`src/rtl/beamformer_pkg.sv`:
```
// beamformer_pkg: shared defaults, sample type and delay-width helper for the delay-and-sum beamformer
package beamformer_pkg;
  localparam int DEF_NUM_LINES   = 4;
  localparam int DEF_SAMPLE_BITS = 16;
  localparam int DEF_SLOT_BITS   = 32;
  localparam int DEF_DEPTH       = 8;
  typedef logic signed [DEF_SAMPLE_BITS-1:0] sample_t;
  function automatic int delay_width(input int depth);
    return (depth > 1) ? $clog2(depth) : 1;
  endfunction
endpackage

```
`src/rtl/mic_delay_line.sv`:
```
// mic_delay_line: per-microphone circular sample buffer with a combinational delayed tap
//   clk, rst_n : clock, async active-low reset (clears every entry)
//   we, wptr   : frame write strobe and shared write pointer
//   delay      : applied delay in frames; 0 returns the entry just written
//   din, tap   : sample to store, delayed sample out
module mic_delay_line
  import beamformer_pkg::*;
#(
  parameter int SAMPLE_BITS = DEF_SAMPLE_BITS,
  parameter int DEPTH       = DEF_DEPTH,
  parameter int DW          = delay_width(DEPTH)
) (
  input  logic                   clk,
  input  logic                   rst_n,
  input  logic                   we,
  input  logic [DW-1:0]          wptr,
  input  logic [DW-1:0]          delay,
  input  logic [SAMPLE_BITS-1:0] din,
  output logic [SAMPLE_BITS-1:0] tap
);
  logic [SAMPLE_BITS-1:0] mem [DEPTH];
  always_ff @(posedge clk or negedge rst_n)
    if (!rst_n) for (int i = 0; i < DEPTH; i++) mem[i] <= '0;
    else if (we) mem[wptr] <= din;
  // wptr already points past the newest entry, hence the extra -1; DEPTH is a power of 2 so wrap is free
  assign tap = mem[wptr - DW'(1) - delay];
endmodule

```
`src/rtl/delay_sum_beamformer.sv`:
```
// delay_sum_beamformer: I2S multi-mic delay-and-sum beamformer producing a mono I2S stream
//   clk, rst_n        : system/bit clock, async active-low reset
//   sd_in             : NUM_LINES stereo I2S lines (line k left = mic 2k, right = mic 2k+1)
//   cfg_sel/data/we   : serial MSB-first load of the per-mic shadow delay
//   ws_o, sd_out      : generated word select and beamformed serial data (same word both slots)
//   frame_o           : one-clock pulse while the frame counter is 0
//   BEAMFORMER_SATURATE_EN defined: saturate the full sum; undefined: average (>>> log2 M)
module delay_sum_beamformer
  import beamformer_pkg::*;
#(
  parameter int NUM_LINES   = DEF_NUM_LINES,
  parameter int SAMPLE_BITS = DEF_SAMPLE_BITS,
  parameter int SLOT_BITS   = DEF_SLOT_BITS,
  parameter int DEPTH       = DEF_DEPTH
) (
  input  logic                            clk,
  input  logic                            rst_n,
  input  logic [NUM_LINES-1:0]            sd_in,
  input  logic [$clog2(2*NUM_LINES)-1:0]  cfg_sel,
  input  logic                            cfg_data,
  input  logic                            cfg_we,
  output logic                            ws_o,
  output logic                            sd_out,
  output logic                            frame_o
);
  localparam int M  = 2 * NUM_LINES;
  localparam int MW = $clog2(M);
  localparam int CW = $clog2(2 * SLOT_BITS);
  localparam int BW = $clog2(SLOT_BITS);
  localparam int DW = delay_width(DEPTH);
  localparam int SW = SAMPLE_BITS + MW;
  logic [CW-1:0]          cnt;
  logic [BW-1:0]          b;
  logic [DW-1:0]          wptr;
  logic                   wrap, in_word;
  logic [SAMPLE_BITS-1:0] tap [M];
  logic signed [SW-1:0]   sum;
  logic [SAMPLE_BITS-1:0] scaled, out_word;
  logic [BW-1:0]          idx;
  assign b       = cnt[BW-1:0];
  assign ws_o    = cnt[CW-1];
  assign wrap    = &cnt;
  // one-bit I2S delay: data bits live at slot positions 1..SAMPLE_BITS
  assign in_word = (b != '0) && (b <= BW'(SAMPLE_BITS));
  assign idx     = BW'(SAMPLE_BITS) - b;
  assign sd_out  = in_word && |(out_word & (SAMPLE_BITS'(1) << idx));
  always_ff @(posedge clk or negedge rst_n)
    if (!rst_n) begin
      cnt      <= '0;
      wptr     <= '0;
      frame_o  <= 1'b0;
      out_word <= '0;
    end else begin
      cnt     <= cnt + CW'(1);
      frame_o <= wrap;
      if (wrap) wptr <= wptr + DW'(1);
      if (cnt == '0) out_word <= scaled;
    end
  for (genvar m = 0; m < M; m++) begin : g_mic
    logic [SAMPLE_BITS-1:0] sr;
    logic [DW-1:0]          shadow, active;
    always_ff @(posedge clk or negedge rst_n)
      if (!rst_n) begin
        sr     <= '0;
        shadow <= '0;
        active <= '0;
      end else begin
        if (in_word && ws_o == 1'(m % 2)) sr <= {sr[SAMPLE_BITS-2:0], sd_in[m/2]};
        if (cfg_we && cfg_sel == MW'(m)) shadow <= DW'({shadow, cfg_data});
        if (wrap) active <= shadow;
      end
    mic_delay_line #(.SAMPLE_BITS(SAMPLE_BITS), .DEPTH(DEPTH), .DW(DW)) u_line (
      .clk  (clk),
      .rst_n(rst_n),
      .we   (wrap),
      .wptr (wptr),
      .delay(active),
      .din  (sr),
      .tap  (tap[m])
    );
  end
  always_comb begin
    sum = '0;
    for (int i = 0; i < M; i++) sum = sum + {{MW{tap[i][SAMPLE_BITS-1]}}, tap[i]};
  end
`ifdef BEAMFORMER_SATURATE_EN
  // in range when all bits above the sample sign bit agree with it
  assign scaled = (&sum[SW-1:SAMPLE_BITS-1] || ~|sum[SW-1:SAMPLE_BITS-1]) ? sum[SAMPLE_BITS-1:0]
                : {sum[SW-1], {(SAMPLE_BITS-1){~sum[SW-1]}}};
`else
  assign scaled = SAMPLE_BITS'(sum >>> MW);
`endif
endmodule

```
`config.mk`:
```
export PLATFORM = sky130hd
export DESIGN_NAME = delay_sum_beamformer
export DESIGN_NICKNAME = d
export VERILOG_FILES = /design/src/rtl/beamformer_pkg.sv /design/src/rtl/mic_delay_line.sv /design/src/rtl/delay_sum_beamformer.sv
export SDC_FILE = /design/constraint.sdc
export NUM_CORES = 2
export LEC_CHECK = 0
export CAP_MARGIN = 5
export CORE_MARGIN = 2
export CORE_UTILIZATION = 55
export CTS_BUF_LIST = sky130_fd_sc_hd__clkbuf_4 sky130_fd_sc_hd__clkbuf_8
export CTS_CLUSTER_DIAMETER = 150
export DETAILED_ROUTE_END_ITERATION = 8
export PLACE_DENSITY = 0.71
export REMOVE_ABC_BUFFERS = 1
export SETUP_SLACK_MARGIN = 0.3
export SLEW_MARGIN = 20
export SYNTH_ARGS = -nofsm -noshare
export SYNTH_HDL_FRONTEND = slang
export SYNTH_SLANG_ARGS = --single-unit
```
`constraint.sdc`:
```
create_clock -name clk -period 16.64 [get_ports clk]
set_input_delay 3.328 -clock clk [delete_from_list [all_inputs] [get_ports clk]]
set_output_delay 3.328 -clock clk [all_outputs]
set_load 0.01 [all_outputs]
```
==> metrics <==
Max stage delay on crit path 0.70 ns; worst-path cell chain clkinv_1 > ha_1 > fa_1 > xnor2_1 > xnor2_2 > buf_4 > mux4_2 > mux2i_1 > fa_1 > inv_1 > fa_1 > fa_1 > inv_1 > fa_1 > inv_1 > ha_1 > nand4_1 > a211oi_1 > o21ai_0 > nand2b_1 > and3_1 > o31ai_1; launch point of the worst reg-to-reg path wptr[0]$_DFFE_PN0P_; Final Skew approximately 0.043 ns; clock latency on the worst-skew pair roughly 0.88 ns; R2R depth 22; row cnt ~120; final setup fails 0; CP Data Arrival Time 8.84 ns; WL final 129000 um; Final Hold Vio Count 0; Min-Delay Path Depth 2; Ys Warns 0; Final Wtd Congestion approximately 0.82; post-place setup slack between 8 and 9 ns; top area cells in the synthesized netlist dfrtp_1 (54%), mux2_2 (25%), mux4_2 (10%); core box area between 100000 and 150000 um2; hold_buf cts 0; # placed instances about 4.7k; Post-synth EDFFs 0; most common cell in the netlist mux2_2; Overflow after GRT 0; Post-CTS Setup Inserts 0; layout cells sized above 1 around 53%; Vias/cell slightly below 6; HP Class flip-flop to flip-flop; Synth cell types 54; Synth async-reset ratio 100.0%; worst hold path startpoint g_mic[5].shadow[2]$_DFFE_PN0P_; outcome complete, no violations; unrepaired setup endpoints after global routing no; largest area contributor in the netlist dfrtp_1; Longest Clk Path Bufs 3; clock buffer count from CTS between 150 and 200; Mapped Avg Cell Area 15.77 um2; final antenna-violating net count 0; Cell Area, Synth 57140 um2; TritonCTS clock tree yes; ys flop type dfrtp_1; first-pass GRT wire length about 210000 um; Tmin final approximately 8.0 ns; DIE AREA ~110000 um2; RR Endpoint out_word[15]$_DFFE_PN0N_; cts repair resizes 0; crit-path max FO 32; critical path's slowest cell dfrtp_1; clk sink count around 1.2k; wire per inst 25.30 um; Final Max Tran Viols 0; initial DRC count around 1.8k; flop2flop setup slack around 8.6 ns; Worst slew margin approximately a fifth; initial antenna violation count 3; Remaining DRCs 0; startpoint types flip-flop; Lkg Pwr between 30 and 40 nW; cell count after synthesis about 3.6k; Critical Path Most Common Cell fa_1; CP Buf/Inv Count 5; final period utilization between 40% and 50%; Worst EP required 17.43 ns; Post-DP HPWL 75710 um; CTS root buf clkbuf_8; sequential-to-total area share from yosys stat around 54%; gr usage total roughly a quarter; Final WS setup approximately 8.6 ns; die outline width approximately 330 um; delay-heaviest family, CP adder cells; first-pass detailed-route iteration total 5; vias in the first global route about 34k; Die Ht approximately 330 um; crit end category flip-flop; clock slew at reported path FFs about 0.060 ns; Max Cap Viol 0; PortBufs 13; final cell count without fillers around 5.1k; I/O Pins 14; worst setup path category flip-flop to flip-flop; Slew @ Worst Pin around 1.2 ns; TNS Setup 0 ns; Pwr Density 94.66 nW/um2; Area Growth Syn to Fin 9.282%; fmax about 120 MHz; H-tree depth 4; routed via count roughly 30k; Yosys top cell area share a little over half; synth cell count leaders mux2_2 (1279), dfrtp_1 (1226), mux4_2 (256); nets@finish about 3.7k; worst vdd ir approximately 0.000077 V; largest net degree at the start of global routing 201; Hold Path End g_mic[5].active[2]$_DFFE_PN0P_; initial cell density of the core 55.29%; Seq cells post-synth about 1.2k
[layer usage]
metal,global-route usage (%),vias to the layer above,share of wire (%)
met4,7.519,0,2.3
met2,40.65,653,49
met5,0,-,0
li1,-,12950,-
met1,35.31,16600,44
met3,4.457,208,4.4
[state kept, by name, summed over array words and instances (netlist names)]
register,flops
cnt,6
frame_o,1
g_mic.active,24
g_mic.shadow,24
g_mic.sr,128
g_mic.u_line.mem,1024
out_word,16
wptr,3
[cell families (layout without fill, tap and decap cells)]
family          Yosys count  in the layout  synth area share [%]
flops                  1226           1226                 53.69
other cells               0              1                     0
simple gates            163            163                 1.329
buf+inv                 427            524                 3.361
compound gates           66             66                0.7445
xor+xnor                 38             38                0.6153
fa+ha+maj               140            140                 4.458
mux                    1563           1563                 35.80
[worst register-to-register path, stage by stage, from the launching register on]
cell and delay (ns):
dfrtp_1 0.70, clkinv_1 0.45, ha_1 0.65, fa_1 0.50, xnor2_1 0.25, xnor2_2 0.14
buf_4 0.49, mux4_2 0.47, mux2i_1 0.44, fa_1 0.57, inv_1 0.12, fa_1 0.46
fa_1 0.51, inv_1 0.05, fa_1 0.49, inv_1 0.05, ha_1 0.44, nand4_1 0.15
a211oi_1 0.20, o21ai_0 0.23, nand2b_1 0.23, and3_1 0.19, o31ai_1 0.18
[worst max path at each step]
| stage | cells past startpoint | slack, ns | end | startpoint |
|---|---|---|---|---|
| floorplan | 7 | 4.81 | g_mic[0].u_line.mem[0]$_DFFE_PN0P_ | cnt[0]$_DFF_PN0_ |
| global placement | 22 | 8.86 | out_word[15]$_DFFE_PN0N_ | wptr[0]$_DFFE_PN0P_ |
| detailed placement | 22 | 8.74 | out_word[15]$_DFFE_PN0N_ | wptr[0]$_DFFE_PN0P_ |
| CTS | 22 | 8.65 | out_word[15]$_DFFE_PN0N_ | wptr[0]$_DFFE_PN0P_ |
| global route | 20 | 8.25 | out_word[14]$_DFFE_PN0N_ | wptr[0]$_DFFE_PN0P_ |
| finish | 22 | 8.60 | out_word[15]$_DFFE_PN0N_ | wptr[0]$_DFFE_PN0P_ |
[power by group]
part	switching, W	internal (W)	total [W]
Clock	0.00118	0.00155	0.00274
Sequential	0.0000546	0.00302	0.00307
Combinational	0.0000679	0.0000348	0.000103
[stage by stage]
stage | total power (W) | utilization [%] | cell area (um2) | hold slack, ns
final | 0.005911 | 60.42 | 62450 | 0.4678
after global routing | 0.006135 | 60.42 | 62450 | 0.5043
after CTS | 0.005973 | 60.35 | 62370 | 0.4686
after detailed placement | 0.003230 | 56.24 | 58120 | 0.4537
after global placement | 0.003218 | 56.24 | 58120 | 0.4467
after floorplan | 0.003138 | - | 55590 | 0.4331
[area by class of cell]
| type | count | area (um2) |
|---|---|---|
| Antenna cell | 1 | 2.502 |
| Clock buffer | 319 | 3934 |
| Clock inverter | 33 | 311.5 |
| Fill cell | 7640 | 40900 |
| Inverter | 97 | 364.1 |
| Multi-Input combinational cell | 1970 | 24690 |
| Sequential cell | 1226 | 30680 |
| Tap cell | 1380 | 1727 |
| Timing Repair Buffer | 75 | 742.0 |
[cells in the final DEF, fill, tap and decap left out, types with 3 or more instances in the layout]
cell                n
buf_4              50
ha_1               26
xnor2_2             8
clkinv_2           18
nand4_1             6
dfrtp_1          1226
nand2b_1            5
clkbuf_8          247
clkinvlp_4          8
nor3_1              6
buf_12              7
mux4_2            256
a21o_1              6
and3_1              4
inv_1              95
mux2i_1            19
xor2_1              7
xnor2_1            22
bufinv_16           4
nand4b_1            3
mux2_2           1279
mux2_1              9
clkdlybuf4s50_1    12
nor4_4              4
a21oi_1            12
fa_1              105
nand3_1             6
ha_2                8
clkbuf_4           73
a211oi_1            3
o21ai_0            22
nand2_1            98
a22oi_1             5
nor2_1             17
Note: power is estimated with default switching activity, not from simulation.
